**config.mk**
```make
export PLATFORM = sky130hd
export DESIGN_NAME = vga_timing_gen_flat
export DESIGN_NICKNAME = d
export VERILOG_FILES = /design/src/rtl/vga_timing_gen_if.sv /design/src/rtl/vga_timing_gen.sv /design/src/flat_wrapper.sv
export SDC_FILE = /design/constraint.sdc
export NUM_CORES = 1
export LEC_CHECK = 0
export CELL_PAD_IN_SITES_DETAIL_PLACEMENT = 1
export CELL_PAD_IN_SITES_GLOBAL_PLACEMENT = 2
export CORE_ASPECT_RATIO = 0.9
export CORE_UTILIZATION = 34
export DETAILED_ROUTE_END_ITERATION = 6
export GPL_TIMING_DRIVEN = 0
export MAX_ROUTING_LAYER = met4
export PLACE_DENSITY_LB_ADDON = 0.1
export SLEW_MARGIN = 25
export SYNTH_ARGS = -nofsm -noshare
export SYNTH_HDL_FRONTEND = slang
export SYNTH_SLANG_ARGS = --single-unit
```
**constraint.sdc**
```tcl
create_clock -name clk50 -period 2.25 [get_ports clk50]
set_input_delay 0.45 -clock clk50 [delete_from_list [all_inputs] [get_ports clk50]]
set_output_delay 0.45 -clock clk50 [all_outputs]
set_load 0.005 [all_outputs]
```
**src/rtl/vga_timing_gen_if.sv**
```systemverilog
// Bundle between the raster timing generator and its consumers: run-enable in, strobes/syncs/coordinates out.
// frameCnt is present only when VGA_FRAME_CNT_EN is defined.
interface vga_timing_gen_if #(
    parameter int HW = 10,
    parameter int VW = 10
);
    logic          en;
    logic          pixEn;
    logic          hSync;
    logic          vSync;
    logic          active;
    logic [HW-1:0] col;
    logic [VW-1:0] row;
    logic          col0;
    logic          row0;
`ifdef VGA_FRAME_CNT_EN
    logic [15:0]   frameCnt;
`endif

    modport master (
        input  en,
        output pixEn, hSync, vSync, active, col, row, col0, row0
`ifdef VGA_FRAME_CNT_EN
        , output frameCnt
`endif
    );

    modport slave (
        output en,
        input  pixEn, hSync, vSync, active, col, row, col0, row0
`ifdef VGA_FRAME_CNT_EN
        , input frameCnt
`endif
    );
endinterface

```
**src/rtl/vga_timing_gen.sv**
```systemverilog
// Parametrised VGA/raster timing generator: pixel-clock divider, h/v counters, registered syncs and strobes.
// Optional frame counter on the bus when VGA_FRAME_CNT_EN is defined.
module vga_timing_gen #(
    parameter int HACTIVE   = 640,
    parameter int HFRONT    = 16,
    parameter int HSYNC     = 96,
    parameter int HBACK     = 48,
    parameter int VACTIVE   = 480,
    parameter int VFRONT    = 10,
    parameter int VSYNC     = 2,
    parameter int VBACK     = 33,
    parameter int HSYNC_POL = 0,
    parameter int VSYNC_POL = 0,
    parameter int PCLK_DIV  = 2,
    parameter int HW        = 10,
    parameter int VW        = 10
) (
    input  logic              clk50,
    input  logic              reset,
    vga_timing_gen_if.master  bus
);
    localparam int   HTOTAL = HACTIVE + HFRONT + HSYNC + HBACK;
    localparam int   VTOTAL = VACTIVE + VFRONT + VSYNC + VBACK;
    localparam int   DW     = (PCLK_DIV > 1) ? $clog2(PCLK_DIV) : 1;
    localparam logic HS_ON  = (HSYNC_POL != 0);
    localparam logic VS_ON  = (VSYNC_POL != 0);

    if (HTOTAL - 1 >= (1 << HW)) begin : g_hw_chk
        $error("vga_timing_gen: HTOTAL-1 does not fit in HW bits");
    end
    if (VTOTAL - 1 >= (1 << VW)) begin : g_vw_chk
        $error("vga_timing_gen: VTOTAL-1 does not fit in VW bits");
    end
    if (PCLK_DIV < 1) begin : g_div_chk
        $error("vga_timing_gen: PCLK_DIV must be at least 1");
    end
    if (HFRONT < 1 || HSYNC < 1 || HBACK < 1 || VFRONT < 1 || VSYNC < 1 || VBACK < 1) begin : g_porch_chk
        $error("vga_timing_gen: porch and sync widths must be at least 1");
    end

    logic [DW-1:0] div_cnt;
    logic [HW-1:0] h_count;
    logic [HW-1:0] h_next;
    logic [VW-1:0] v_count;
    logic [VW-1:0] v_next;
    logic          pix_tick;
    logic          h_act_next;
    logic          v_act_next;
    logic          hs_next;
    logic          vs_next;

    // Next counter position; outputs are decoded from it so they move in the same cycle as the counters.
    always_comb begin
        pix_tick = (div_cnt == DW'(PCLK_DIV - 1));
        h_next   = h_count;
        v_next   = v_count;
        if (pix_tick) begin
            if (h_count == HW'(HTOTAL - 1)) begin
                h_next = '0;
                if (v_count == VW'(VTOTAL - 1)) begin
                    v_next = '0;
                end else begin
                    v_next = v_count + 1'b1;
                end
            end else begin
                h_next = h_count + 1'b1;
            end
        end
        h_act_next = (h_next < HW'(HACTIVE));
        v_act_next = (v_next < VW'(VACTIVE));
        hs_next    = (h_next >= HW'(HACTIVE + HFRONT)) && (h_next < HW'(HACTIVE + HFRONT + HSYNC));
        vs_next    = (v_next >= VW'(VACTIVE + VFRONT)) && (v_next < VW'(VACTIVE + VFRONT + VSYNC));
    end

    // Counters parked at the last position so the first pixel after reset wraps to (0,0) and fires both strobes.
    always_ff @(posedge clk50) begin
        if (!reset) begin
            div_cnt    <= '0;
            h_count    <= HW'(HTOTAL - 1);
            v_count    <= VW'(VTOTAL - 1);
            bus.pixEn  <= 1'b0;
            bus.col0   <= 1'b0;
            bus.row0   <= 1'b0;
            bus.active <= 1'b0;
            bus.col    <= '0;
            bus.row    <= '0;
            bus.hSync  <= ~HS_ON;
            bus.vSync  <= ~VS_ON;
`ifdef VGA_FRAME_CNT_EN
            bus.frameCnt <= 16'd0;
`endif
        end else if (bus.en) begin
            div_cnt    <= pix_tick ? '0 : div_cnt + 1'b1;
            h_count    <= h_next;
            v_count    <= v_next;
            bus.pixEn  <= pix_tick;
            bus.col0   <= pix_tick && (h_next == '0);
            bus.row0   <= pix_tick && (h_next == '0) && (v_next == '0);
            bus.active <= h_act_next && v_act_next;
            bus.col    <= (h_act_next && v_act_next) ? h_next : '0;
            bus.row    <= (h_act_next && v_act_next) ? v_next : '0;
            bus.hSync  <= hs_next ? HS_ON : ~HS_ON;
            bus.vSync  <= vs_next ? VS_ON : ~VS_ON;
`ifdef VGA_FRAME_CNT_EN
            if (pix_tick && (h_next == '0) && (v_next == '0)) begin
                bus.frameCnt <= bus.frameCnt + 16'd1;
            end
`endif
        end else begin
            bus.pixEn <= 1'b0;
            bus.col0  <= 1'b0;
            bus.row0  <= 1'b0;
        end
    end
endmodule
```
**src/flat_wrapper.sv**
```systemverilog
// flat-port wrapper written by rule: the top's interface ports become plain ports
module vga_timing_gen_flat 
#(
    parameter int HACTIVE   = 640,
    parameter int HFRONT    = 16,
    parameter int HSYNC     = 96,
    parameter int HBACK     = 48,
    parameter int VACTIVE   = 480,
    parameter int VFRONT    = 10,
    parameter int VSYNC     = 2,
    parameter int VBACK     = 33,
    parameter int HSYNC_POL = 0,
    parameter int VSYNC_POL = 0,
    parameter int PCLK_DIV  = 2,
    parameter int HW        = 10,
    parameter int VW        = 10
)
  (clk50, reset, bus_en, bus_pixEn, bus_hSync, bus_vSync, bus_active, bus_col, bus_row, bus_col0, bus_row0);
  vga_timing_gen_if #(.HW(HW), .VW(VW)) bus_i ();
  input  logic clk50;
  input  logic reset;
  input wire logic [$bits(bus_i.en)-1:0] bus_en;
  output wire logic [$bits(bus_i.pixEn)-1:0] bus_pixEn;
  output wire logic [$bits(bus_i.hSync)-1:0] bus_hSync;
  output wire logic [$bits(bus_i.vSync)-1:0] bus_vSync;
  output wire logic [$bits(bus_i.active)-1:0] bus_active;
  output wire logic [$bits(bus_i.col)-1:0] bus_col;
  output wire logic [$bits(bus_i.row)-1:0] bus_row;
  output wire logic [$bits(bus_i.col0)-1:0] bus_col0;
  output wire logic [$bits(bus_i.row0)-1:0] bus_row0;
  assign bus_i.en = bus_en;
  assign bus_pixEn = bus_i.pixEn;
  assign bus_hSync = bus_i.hSync;
  assign bus_vSync = bus_i.vSync;
  assign bus_active = bus_i.active;
  assign bus_col = bus_i.col;
  assign bus_row = bus_i.row;
  assign bus_col0 = bus_i.col0;
  assign bus_row0 = bus_i.row0;
  vga_timing_gen #(.HACTIVE(HACTIVE), .HFRONT(HFRONT), .HSYNC(HSYNC), .HBACK(HBACK), .VACTIVE(VACTIVE), .VFRONT(VFRONT), .VSYNC(VSYNC), .VBACK(VBACK), .HSYNC_POL(HSYNC_POL), .VSYNC_POL(VSYNC_POL), .PCLK_DIV(PCLK_DIV), .HW(HW), .VW(VW)) u_core (.clk50(clk50), .reset(reset), .bus(bus_i));
endmodule
```
==> metrics.cfg <==
[synthesis]
ys.flop_type=dfxtp_1
yosysTopAreaCellShare=0.356
async_reset_ff_frac=0
synthSimpleGateAreaFrac=0.252
synth-xor-area-share=0.0629
synth.net_count=312
synthTopCellsByCount=dfxtp_1 (47), nand2_1 (27), o21ai_0 (22)
synth_fa_ha_area_frac=0.0142
yosys.area.top_type=dfxtp_1
seq_area_frac_synth=0.356
synth_compound_area_frac=0.234
synth-edff-count=0
synth_top_family_by_area=simple AND/OR/NAND/NOR gates
synth_cells=306
yosysMostFrequentCell=dfxtp_1
yosysUniqueCellTypes=60
synthMuxAreaShare=0.0170
synthTopCellsByArea=dfxtp_1 (36%), a32o_1 (5.3%), o21ai_0 (4.2%), xnor2_1 (4.0%), nand2_1 (3.8%)
synthesis.area_um2=2640
syn_area_per_cell_um2=8.64
ys_warn_count=0
ys_ff_latch=47

[clock_tree]
clkTransAtPathRegs_ns=0.10
cts_made_buffers=5
cts.sinks=47
root_buffer=clkbuf_8
clockBufferDepth=2
insertion_delay_ns=0.31
postCtsHoldBufs=0
tritoncts=yes
h-tree-depth=2

[layout]
diodes=0
finalNetCount=359
fillCellCount=889
syn_to_final_growth_pct=28.1
regArea_um2=953
multi_input_area_um2=1660
fin_util=0.449
instances_no_fill=450
drive_gt1_frac=0.212

[route]
vias_per_cell=5.59
drt_iter0_drc=161
drcViolationCount=0
first_pass_iters=4
drtAntennaViolNets=0
wl_per_cell_um=19.1
finalWirelength_um=8580
num_vias=2517

[pwr]
p_int_w=0.00127
p_sw_w=0.000646
clkPwrFrac=0.291
powerDensity_nw_per_um2=565
p_sw_frac=0.337
cellLeakagePower_nw=1.28
power_frac_seq=0.457
finalPower_w=0.00191
ir_drop_v=0.000287
comb_power_share=0.252

[sta]
drv_slew=0
fin_tns_setup_ns=0
finalHoldWorstSlack_ns=0.464
slew_headroom=0.559
fin_worst_skew_ns=0.0120
rsz0062_at_grt=true
setup_viol=0
fmax_mhz=459
worstMarginPinSlew_ns=0.662
finalCritPeriodShare=0.969
min_period_ns=2.18
hold_viol_final=0

[placement]
io_buffer_count=27
post-dp-hpwl_um=5850
placed_cells=429
routabilityCongestion=0.824

[global_route]
antenna_found_initial=0
grt_overflow=0
grt_max_degree=16
grt_usage=0.228
grt_pass1_vias=2366
grt_pass1_wl_um=13500

[critical_path]
arrival_ns=2.45
worstSetupEndpointType=flop
required_ns=2.52
cp_max_fo=10
path_class=reg -> reg
cp-start-kind=flop

[run_status]
status=finished clean

[job]
maxCapViolCount=0

[floorplanning]
die_area_um2=8130
num_rows=30
start_util=0.350
fp.dieH_um=85.7
coreArea_um2=7540
die_x_um=95.0
io_pins=29

[min_path]
min_path_type=reg -> reg

cells in the final DEF, fill, tap and decap left out, drive strengths merged, types with 12 or more instances in the layout:
| cell | n |
|---|---|
| a32o | 14 |
| buf | 28 |
| clkbuf | 21 |
| clkdlybuf4s50 | 27 |
| dfxtp | 47 |
| nand2 | 28 |
| nand3 | 13 |
| nor2 | 21 |
| o21ai | 22 |
| xnor2 | 12 |
per-layer routing:
metal | vias to the layer above | GRT usage | wire (um)
met5 | - | - | 0
met4 | 0 | 0.0455 | 72
met3 | 7 | 0.0319 | 399
met2 | 60 | 0.320 | 3640
met1 | 1221 | 0.345 | 4470
li1 | 1229 | - | -
sequential cells by signal (all words and copies together), names as in the netlist:
name               count
u_core.bus.active      1
u_core.bus.col        10
u_core.bus.col0        1
u_core.bus.hSync       1
u_core.bus.pixEn       1
u_core.bus.row        10
u_core.bus.row0        1
u_core.bus.vSync       1
u_core.div_cnt         1
u_core.h_count        10
u_core.v_count        10
critical path: stages (launching register included):
cell	delay [ns]
dfxtp_4	0.39
ha_2	0.22
buf_4	0.20
nor2b_4	0.19
nand2_2	0.12
o21ai_2	0.20
nand4b_1	0.17
a2111oi_4	0.42
and4_1	0.23
kinds of logic (layout without fill, tap and decap cells):
kind of cell               after synthesis  count (layout)
and+or+nand+nor                        115             115
AOI/OAI and AO/OA                       83              83
DFF                                     47              47
buffers and inverters                   35              83
xor gates and xnor gates                19              19
muxes                                    4               4
adders and majority gates                3               3
layout make-up:
type | instances | share of cell area
repair buffers | 43 | 0.115
multi-input cells | 224 | 0.489
inverters | 5 | 0.00554
clock inverters | 2 | 0.00480
well taps | 96 | 0.0355
clock buffers | 6 | 0.0214
plain buffers | 27 | 0.0465
flip-flops and latches | 47 | 0.281
worst paths after layout:
path / start / cells after the start / end / slack, ns
min: u_core.bus.row[9] / 1 / u_core.bus.row[9] / 0.46
max: u_core.h_count[1] / 8 / u_core.bus.row0 / 0.07
min reg2reg: u_core.bus.row[9] / 1 / u_core.bus.row[9] / 0.46
max reg2reg: u_core.h_count[1] / 8 / u_core.bus.row0 / 0.07
power groups by stage:
stage,clock (W),sequential (W),combinational (W)
6_report,0.000557,0.000874,0.000483
5_1_grt,0.000618,0.000879,0.000520
4_1_cts,0.000579,0.000873,0.000409
3_5_place_dp,0,0.000892,0.000383
3_3_place_gp,0,0.000891,0.000382
2_1_floorplan,0,0.000885,0.000274
stage by stage:
step | cell area [um^2] | setup slack, ns
final | 3390 | 0.0705
after global placement | 3030 | -0.507
after detailed placement | 3030 | -0.517
after floorplan | 2640 | 0.210
after global routing | 3390 | -0.0668
after CTS | 3230 | 0.000801
what timing repair did:
| action | 4_1_cts | 5_1_grt |
|---|---|---|
| setup buffers | 4 | 12 |
| pin swaps | 6 | 10 |
| cloned | 0 | 0 |
| endpoints found under the setup margin | 29 | 29 |
| gates resized for setup | 20 | 31 |
Power figures use the tool's default switching activity.
